--- config.mk ---
export PLATFORM = sky130hd
export DESIGN_NAME = pc_gen
export DESIGN_NICKNAME = d
export VERILOG_FILES = /design/src/rtl/pc_gen.sv
export SDC_FILE = /design/constraint.sdc
export NUM_CORES = 1
export LEC_CHECK = 0
export ABC_AREA = 1
export CAP_MARGIN = 25
export CORE_MARGIN = 10
export CORE_UTILIZATION = 30
export CTS_CLUSTER_DIAMETER = 30
export DETAILED_ROUTE_END_ITERATION = 10
export RECOVER_POWER = 50
export SYNTH_ARGS = -nofsm -noshare
export SYNTH_HDL_FRONTEND = slang
export SYNTH_SLANG_ARGS = --single-unit
--- constraint.sdc ---
create_clock -name clk -period 1.9 [get_ports clk]
set_input_delay 0.38 -clock clk [delete_from_list [all_inputs] [get_ports clk]]
set_output_delay 0.38 -clock clk [all_outputs]
set_load 0.02 [all_outputs]
--- src/rtl/pc_gen.sv ---
// -----------------------------------------------------------------------------
// pc_gen : program-counter generator for the instruction fetch unit.
//
// Produces the fetch address and a valid/ready handshake towards the IFU, and
// takes in trap and branch redirects. A small FSM (BOOT / RUN / HALT) gates
// fetching. Misaligned redirect targets are dropped and reported.
//
// Optional feature: define PC_GEN_RAS_EN to compile in a circular
// return-address stack that predicts return targets. It is pushed on accepted
// calls and popped on accepted returns.
//
// Parameters:
//   WIDTH      PC width in bits (>= 8)
//   RESET_VAL  PC loaded by reset
//   RAS_DEPTH  return-address-stack entries (power of 2, >= 2)
//
// Ports:
//   clk            in   clock, all state on rising edge
//   rst            in   asynchronous active-high reset
//   fetch_valid    out  fetch_pc is valid (RUN state only)
//   fetch_ready    in   IFU accepts fetch_pc
//   fetch_pc       out  current PC (driven straight from the PC register)
//   redirect_valid in   resolved taken branch/jump
//   redirect_pc    in   branch/jump target
//   trap_valid     in   exception/interrupt entry
//   trap_pc        in   trap vector (low two bits forced to zero)
//   halt_req       in   level request to freeze fetch
//   pred_call      in   instruction at the accepted fetch_pc is a call
//   pred_ret       in   instruction at the accepted fetch_pc is a return
//   misalign_err   out  one-cycle pulse for a misaligned redirect target
//   halted         out  FSM is in HALT
// -----------------------------------------------------------------------------
module pc_gen #(
  parameter int               WIDTH     = 32,
  parameter logic [WIDTH-1:0] RESET_VAL = 32'h8000_0000,
  parameter int               RAS_DEPTH = 4
) (
  input  logic             clk,
  input  logic             rst,
  output logic             fetch_valid,
  input  logic             fetch_ready,
  output logic [WIDTH-1:0] fetch_pc,
  input  logic             redirect_valid,
  input  logic [WIDTH-1:0] redirect_pc,
  input  logic             trap_valid,
  input  logic [WIDTH-1:0] trap_pc,
  input  logic             halt_req,
  input  logic             pred_call,
  input  logic             pred_ret,
  output logic             misalign_err,
  output logic             halted
);

  typedef enum logic [1:0] {
    ST_BOOT = 2'd0,
    ST_RUN  = 2'd1,
    ST_HALT = 2'd2
  } state_t;

  state_t           state_r;
  state_t           state_s;
  logic [WIDTH-1:0] pc_r;
  logic [WIDTH-1:0] pc_next_s;
  logic [WIDTH-1:0] seq_pc_s;
  logic             misalign_err_r;
  logic             accept_s;
  logic             redirect_ok_s;
  logic             redirect_bad_s;
  logic             ras_hit_s;
  logic [WIDTH-1:0] ras_top_s;

  // Instruction addresses are word aligned; anything else is a bad target.
  function automatic logic is_word_aligned(input logic [1:0] low_bits);
    return (low_bits == 2'b00);
  endfunction

  assign accept_s       = fetch_valid & fetch_ready;
  assign seq_pc_s       = pc_r + WIDTH'(4);  // wraps modulo 2^WIDTH
  assign redirect_ok_s  = redirect_valid & is_word_aligned(redirect_pc[1:0]);
  assign redirect_bad_s = redirect_valid & ~trap_valid & ~is_word_aligned(redirect_pc[1:0]);

`ifdef PC_GEN_RAS_EN
  localparam int PTR_W = $clog2(RAS_DEPTH);
  localparam int CNT_W = PTR_W + 1;

  // ras_ptr_r points at the next free slot; the top entry sits just below it.
  logic [WIDTH-1:0] ras_r [RAS_DEPTH];
  logic [PTR_W-1:0] ras_ptr_r;
  logic [CNT_W-1:0] ras_cnt_r;
  logic             ras_pop_s;
  logic             ras_push_s;

  assign ras_pop_s  = accept_s & pred_ret & (ras_cnt_r != {CNT_W{1'b0}});
  assign ras_push_s = accept_s & pred_call;
  assign ras_hit_s  = ras_pop_s;
  assign ras_top_s  = ras_r[ras_ptr_r - PTR_W'(1)];

  // Return-address stack: circular buffer, oldest entry overwritten when full.
  always_ff @(posedge clk or posedge rst) begin
    if (rst) begin
      for (int i = 0; i < RAS_DEPTH; i++) begin
        ras_r[i] <= {WIDTH{1'b0}};
      end
      ras_ptr_r <= {PTR_W{1'b0}};
      ras_cnt_r <= {CNT_W{1'b0}};
    end else if (ras_pop_s && ras_push_s) begin
      // Coroutine swap: pop then push leaves depth unchanged, top replaced.
      ras_r[ras_ptr_r - PTR_W'(1)] <= seq_pc_s;
    end else if (ras_pop_s) begin
      ras_ptr_r <= ras_ptr_r - PTR_W'(1);
      ras_cnt_r <= ras_cnt_r - CNT_W'(1);
    end else if (ras_push_s) begin
      ras_r[ras_ptr_r] <= seq_pc_s;
      ras_ptr_r        <= ras_ptr_r + PTR_W'(1);
      if (ras_cnt_r != CNT_W'(RAS_DEPTH)) begin
        ras_cnt_r <= ras_cnt_r + CNT_W'(1);
      end else begin
        ras_cnt_r <= ras_cnt_r;
      end
    end else begin
      ras_ptr_r <= ras_ptr_r;
      ras_cnt_r <= ras_cnt_r;
    end
  end
`else
  logic unused_pred_s;

  assign unused_pred_s = pred_call ^ pred_ret;
  assign ras_hit_s     = 1'b0;
  assign ras_top_s     = {WIDTH{1'b0}};
`endif

  // State, PC and error-pulse registers.
  always_ff @(posedge clk or posedge rst) begin
    if (rst) begin
      state_r        <= ST_BOOT;
      pc_r           <= RESET_VAL;
      misalign_err_r <= 1'b0;
    end else begin
      state_r        <= state_s;
      pc_r           <= pc_next_s;
      misalign_err_r <= redirect_bad_s;
    end
  end

  // Next-state logic; a trap or good redirect in RUN defers the halt by a cycle.
  always_comb begin
    state_s = state_r;
    case (state_r)
      ST_BOOT: state_s = ST_RUN;
      ST_RUN: begin
        if (halt_req && !trap_valid && !redirect_ok_s) begin
          state_s = ST_HALT;
        end else begin
          state_s = ST_RUN;
        end
      end
      ST_HALT: begin
        if (!halt_req) begin
          state_s = ST_RUN;
        end else begin
          state_s = ST_HALT;
        end
      end
      default: state_s = ST_BOOT;
    endcase
  end

  // Next-PC selection in priority order; redirects act in every state.
  always_comb begin
    pc_next_s = pc_r;
    if (trap_valid) begin
      pc_next_s = {trap_pc[WIDTH-1:2], 2'b00};
    end else if (redirect_ok_s) begin
      pc_next_s = redirect_pc;
    end else if (ras_hit_s) begin
      pc_next_s = ras_top_s;
    end else if (accept_s) begin
      pc_next_s = seq_pc_s;
    end else begin
      pc_next_s = pc_r;
    end
  end

  // Output decode of the state register.
  always_comb begin
    fetch_valid = 1'b0;
    halted      = 1'b0;
    case (state_r)
      ST_RUN:  fetch_valid = 1'b1;
      ST_HALT: halted      = 1'b1;
      default: begin
        fetch_valid = 1'b0;
        halted      = 1'b0;
      end
    endcase
  end

  assign fetch_pc     = pc_r;
  assign misalign_err = misalign_err_r;

endmodule

==> results of run 1 <==
[cells by family (layout without fill, tap and decap cells)]
group,count (synthesis),in the layout
AOI/OAI and AO/OA,60,60
xor gates and xnor gates,5,5
adders and majority gates,1,1
buffers and inverters,77,186
DFF,35,35
and+or+nand+nor,324,324
[what timing repair did]
| item | 4_1_cts | 5_1_grt |
|---|---|---|
| hold buffers | 0 | 0 |
| setup endpoints to repair | 1 | 2 |
| gates resized for setup | 1 | 2 |
[per-layer routing]
metal	track usage, %	part of all wire, %	up-vias
met5	0	0	-
met1	19.3	47	1532
met2	25.0	47	72
met3	3.94	5.4	7
li1	-	-	1785
met4	2.94	0.76	0
[how the worst max path moves through the flow]
stage                   startpoint      endpoint  slack, ns  cells past startpoint
finish                fetch_pc[31]  fetch_pc[31]       0.06                      1
global route          fetch_pc[31]  fetch_pc[31]      0.008                      1
CTS                    fetch_pc[4]   fetch_pc[4]       0.03                      1
detailed placement  redirect_pc[1]  fetch_pc[18]     -0.008                     10
global placement    redirect_pc[0]  fetch_pc[18]       0.03                     10
floorplan              fetch_pc[3]  fetch_pc[18]       0.29                     10
[power groups by stage]
| stage | clock network, mW | registers (mW) | logic [mW] |
|---|---|---|---|
| after global placement | 0 | 1.15 | 1.48 |
| after global routing | 0.641 | 1.17 | 1.61 |
| after floorplan | 0 | 1.25 | 0.668 |
| after CTS | 0.619 | 1.14 | 1.50 |
| final | 0.603 | 1.14 | 1.45 |
| after detailed placement | 0 | 1.15 | 1.50 |
[layout by cell type, fill, tap and decap left out, types with 3 or more instances in the layout]
cell type	instances
nor2_1	77
nand4_1	5
buf_4	11
nand2_1	165
clkdlybuf4s50_1	95
buf_12	3
inv_2	3
nand2_2	9
or2_2	6
o21bai_1	4
inv_1	54
a31oi_1	4
dfrtp_1	34
xnor2_1	5
nor2_2	4
nor2_4	7
clkbuf_8	6
nand3_1	44
o21ai_1	5
dlygate4sd3_1	4
o21ai_0	26
a21oi_1	15
[metrics by stage]
| stage | hold WS [ns] | area (um^2) | std cells |
|---|---|---|---|
| after floorplan | 0.459 | 2980 | 502 |
| after global routing | 0.516 | 4330 | 744 |
| after global placement | 0.473 | 4290 | 737 |
| final | 0.487 | 4330 | 744 |
| after CTS | 0.423 | 4370 | 744 |
| after detailed placement | 0.476 | 4290 | 737 |
[state kept, by name, indices dropped and copies added (netlist names)]
name / flops
fetch_pc: 32
state_r: 2
misalign_err: 1
[area by class of cell]
class / instances / area (um^2)
Fill cell: 1089 / 5400
Multi-Input combinational cell: 390 / 1800
Timing Repair Buffer: 120 / 1180
Sequential cell: 35 / 877
Inverter: 59 / 221
Tap cell: 133 / 166
Clock buffer: 6 / 82.6
Clock inverter: 1 / 5.00
==> impl_metrics.toml, run 1 <==
[synth]
synth_area_um2 = 2980
synth_area_leaders = "dfrtp_1 29%, nand2_1 21%, nor2_1 9.7%"
synth-edff-count = 0
async_flop_share_pct = 100
synth_top_cell_by_area = "dfrtp_1"
syn_area_per_cell_um2 = 5.94
synthSimpleGateAreaFrac_pct = 47.4
synth_cells = 502
yosysWarnings = 0
synth_top_area_share_pct = 28.5
yosysMostFrequentCell = "nand2_1"
synth_mux_area_share_pct = 0
synth-seq-area-share_pct = 29.4
synth_compound_area_share_pct = 11.1
synth_nets = 575
ys_seq_elements = 35
synth_flop_cell = "dfrtp_1"
yosys.area_share.adder_pct = 0.420
synth_xor_area_share_pct = 1.47
synth_top_family_by_area = "simple AND/OR/NAND/NOR gates"
synth_cell_types = 32
synthTopCellsByCount = "165 x nand2_1, 77 x nor2_1, 53 x inv_1"

[detailed_routing]
wl_per_cell_um = 14.7
ant_nets = 0
drc = 0
dr.pass1.iters = 4
drt_iter0_drc = 153
num_vias = 3396
vias_per_cell = 4.56
routed_wl_um = 10900

[setup_path]
worst_setup_path_end_kind = "output port"
max_stage_delay_ns = 0.61
worstPathArrival_ns = 1.46
cpMaxStageDelayCell = "clkdlybuf4s50_1"
r2r_cells = 10
crit_type = "flip-flop to output port"
critPathMaxFanout = 4
path_delay_family = "buffers and inverters"
r2r_slack_ns = 0.19
worstPathCellList = "clkdlybuf4s50_1"
cp.required_ns = 1.52
cp_num_buf_inv = 1
r2r_end = "fetch_pc[26]"
timing.rr.start = "fetch_pc[2]"
start_kind = "flip-flop"

[timing]
period_share_pct = 97.1
setup_slack_ns = 0.0558
tns_ns = 0
clock.fmax_ghz = 0.542
period_minus_slack_ns = 1.84
fin_skew_ns = 0.00863
slew-limit-headroom_pct = 32.2
drv_slew = 0
max_slew.worst_pin.slew_ns = 1.02
rsz0062_at_grt = "false"
setup_viol = 0
hold_viol = 0

[hold_path]
min_path_type = "flip-flop to flip-flop"
min_from = "fetch_pc[31]"
holdPathEnd = "fetch_pc[31]"
hold_depth = 2

[power]
p_leak_nw = 2.01
switching_share_pct = 42.5
clkPwrFrac_pct = 18.9
sequentialPowerShare_pct = 35.6
intPower_mw = 1.84
comb_power_share_pct = 45.5
finalPower_mw = 3.19
max-vdd-ir-drop_v = 0.000309
p_per_area_nw_per_um2 = 737
p_sw_mw = 1.35

[global_route]
gr-total-overflow = 0
grt_max_degree = 36
antenna_found_initial = 0
grt_use_total_pct = 15.1
grt_pass1_wl_um = 17700
grt_pass1_vias = 3462

[placed_design]
gp_congestion = 0.845
io_buffers = 102
hpwl_um = 8580
dp_slack_ns = -0.00840

[floorplan]
die_w_um = 120
pin_count = 107
num_rows = 36
initial_core_util_pct = 30.6
dieArea_um2 = 14300
core_um2 = 9730
fp.dieH_um = 120

[final_layout]
utilization_pct = 44.5
nets = 684
n_antenna_cell = 0
area_delta_synth_final_pct = 45.2
drive_above_1_share_pct = 9.82

[clock_network]
clkSinkCount = 35
cts_tree = "yes"
h-tree-depth = 2
cts_setup_buffers = 0
cts_buffers = 5
cts.clk_slew.worst_paths_ns = 0.08
ctsLongestPathBuffers = 2
insertion_delay_ns = 0.30
clockRootBuffer = "clkbuf_8"

[run]
cap_viol_max_count = 0

[run_status]
run_status = "finished clean"
Power figures use the tool's default switching activity.
==> run 2: changes to the inputs <==
--- a/config.mk
+++ b/config.mk
@@ -7,6 +7,7 @@
 export LEC_CHECK = 0
 export ABC_AREA = 1
 export CAP_MARGIN = 25
+export CORE_ASPECT_RATIO = 0.5
 export CORE_MARGIN = 10
 export CORE_UTILIZATION = 30
 export CTS_CLUSTER_DIAMETER = 30
==> run 2 against run 1 <==
  * Power up 7.6%
  * Global-route usage fell by 0.72 points
  * Sequential power about the same
  * Largest power group unchanged
  * Via count grew 0.85%
  * Highest routed layer unchanged
  * Fmax grew 0.51%
  * Clock power up 43%
  * Sequential cell count did not move
  * Hold slack got worse by 0.0025 ns
  * Setup slack better by 0.0094 ns
  * Critical path type unchanged
==> impl_metrics.toml, run 2 (synthesis results as in run 1) <==
[run_status]
run_status = "finished clean"

[timing]
setup_slack_ns = 0.0652
period_share_pct = 96.6
rsz0062_at_grt = "false"
max_slew.worst_pin.slew_ns = 0.966
clock.fmax_ghz = 0.545
drv_slew = 0
fin_skew_ns = 0.00576
hold_viol = 0
setup_viol = 0
timing.hold.ws_ns = 0.485
period_minus_slack_ns = 1.83
slew-limit-headroom_pct = 35.6

[final_layout]
area_delta_synth_final_pct = 46.1
nets = 679
mostFrequentLayoutCells = "168 x nand2_1, 96 x clkdlybuf4s50_1, 79 x nor2_1, 53 x inv_1, 44 x nand3_1"
n_antenna_cell = 0
utilization_pct = 45.5
fillers = 1040
seq_area_um2 = 877
drive_above_1_share_pct = 8.57
largest_reg_flops = 32
multi_input_area_um2 = 1780
fin_cells = 742
final_common_cell = "nand2_1"

[setup_path]
max_stage_delay_ns = 0.68
worstPathCellList = "clkdlybuf4s50_1"
cp_num_buf_inv = 1
crit_type = "flip-flop to output port"
start_kind = "flip-flop"
cp.required_ns = 1.52
worst_setup_path_end_kind = "output port"
path_delay_family = "buffers and inverters"
cpMaxStageDelayCell = "clkdlybuf4s50_1"
critPathMaxFanout = 7
worstPathArrival_ns = 1.45

[placed_design]
io_buffers = 102
gp_congestion = 0.845
dp_slack_ns = -0.109
placed_cells = 734
hpwl_um = 8210

[detailed_routing]
drc = 0
drt_iter0_drc = 244
num_vias = 3425
dr.pass1.iters = 4
vias_per_cell = 4.62
wl_per_cell_um = 14.1
ant_nets = 0
routed_wl_um = 10500

[clock_network]
cts.clk_slew.worst_paths_ns = 0.06
h-tree-depth = 2
cts_buffers = 5
insertion_delay_ns = 0.28
clkSinkCount = 35
cts_tree = "yes"
ctsLongestPathBuffers = 2
clockRootBuffer = "clkbuf_16"

[floorplan]
core_um2 = 9570
die_w_um = 161
fp.dieH_um = 90.5
initial_core_util_pct = 31.2
pin_count = 107
num_rows = 25
dieArea_um2 = 14600

[power]
p_leak_nw = 2.03
p_per_area_nw_per_um2 = 788
finalPower_mw = 3.43
max-vdd-ir-drop_v = 0.000351

[global_route]
antenna_found_initial = 0
gr-total-overflow = 0
grt_pass1_vias = 3340
grt_max_degree = 36
grt_use_total_pct = 14.3
grt_pass1_wl_um = 17300

[run]
cap_viol_max_count = 0

[hold_path]
min_path_type = "flip-flop to flip-flop"
==> run 2: cell types whose count changed in the layout (fill, tap and decap cells not counted), sizes merged <==
cell	delta
clkinv	-2
clkdlybuf4s50	+1
dlygate4sd3	+1
buf	-4
dlygate4sd2	-1
inv	+1
==> run 2: where the power goes <==
| group | internal, mW | leakage [nW] | switching, mW |
|---|---|---|---|
| Combinational | 0.651 | 1.53 | 0.775 |
| Clock | 0.558 | 0.0772 | 0.307 |
| Sequential | 0.889 | 0.415 | 0.251 |
==> run 2: path summary, 6_finish.rpt <==
check                           depth (start not counted)            to  slack [ns]          from
worst min-delay path                                    2  fetch_pc[31]        0.48  fetch_pc[31]
max in group asynchronous                               3  fetch_pc[11]        0.46           rst
min in group asynchronous                               3    state_r[1]        0.84           rst
worst min register to register                          2  fetch_pc[31]        0.48  fetch_pc[31]
worst max-delay path                                    1   fetch_pc[4]        0.07   fetch_pc[4]
worst max register to register                          9  fetch_pc[25]        0.19   fetch_pc[9]
==> run 2: per-stage QoR <==
step                instance area [um^2]  setup TNS (ns)
floorplan                           2980               0
global placement                    4240          -0.935
detailed placement                  4240           -1.42
CTS                                 4390               0
global route                        4360               0
finish                              4360               0
==> run 2: what timing repair did <==
action	4_1_cts	5_1_grt
resized for setup	0	1
hold buffers	0	0
buffers inserted	0	0
setup endpoints to repair	0	1
==> run 2: per-layer routing <==
metal	vias up	global-route usage, %	share of wire, %
met3	11	3.37	5.7
met2	82	22.6	45
met4	0	3.84	1.2
li1	1773	-	-
met1	1559	19.1	48
met5	-	0	0
==> run 2: area by class of cell <==
cell class / instances / share of cell area (%)
clock buffer: 8 / 3.59
inverter: 59 / 5.08
multi-input combinational: 390 / 41.0
tap: 135 / 3.88
sequential: 35 / 20.1
timing repair buffer: 115 / 26.3
==> run 3: changes to the inputs <==
--- a/config.mk
+++ b/config.mk
@@ -11,6 +11,7 @@
 export CORE_MARGIN = 10
 export CORE_UTILIZATION = 30
 export CTS_CLUSTER_DIAMETER = 30
+export CTS_CLUSTER_SIZE = 20
 export DETAILED_ROUTE_END_ITERATION = 10
 export RECOVER_POWER = 50
 export SYNTH_ARGS = -nofsm -noshare
==> results of run 3 <==
No change in the layout: final DEF, timing and power equal those of run 2.
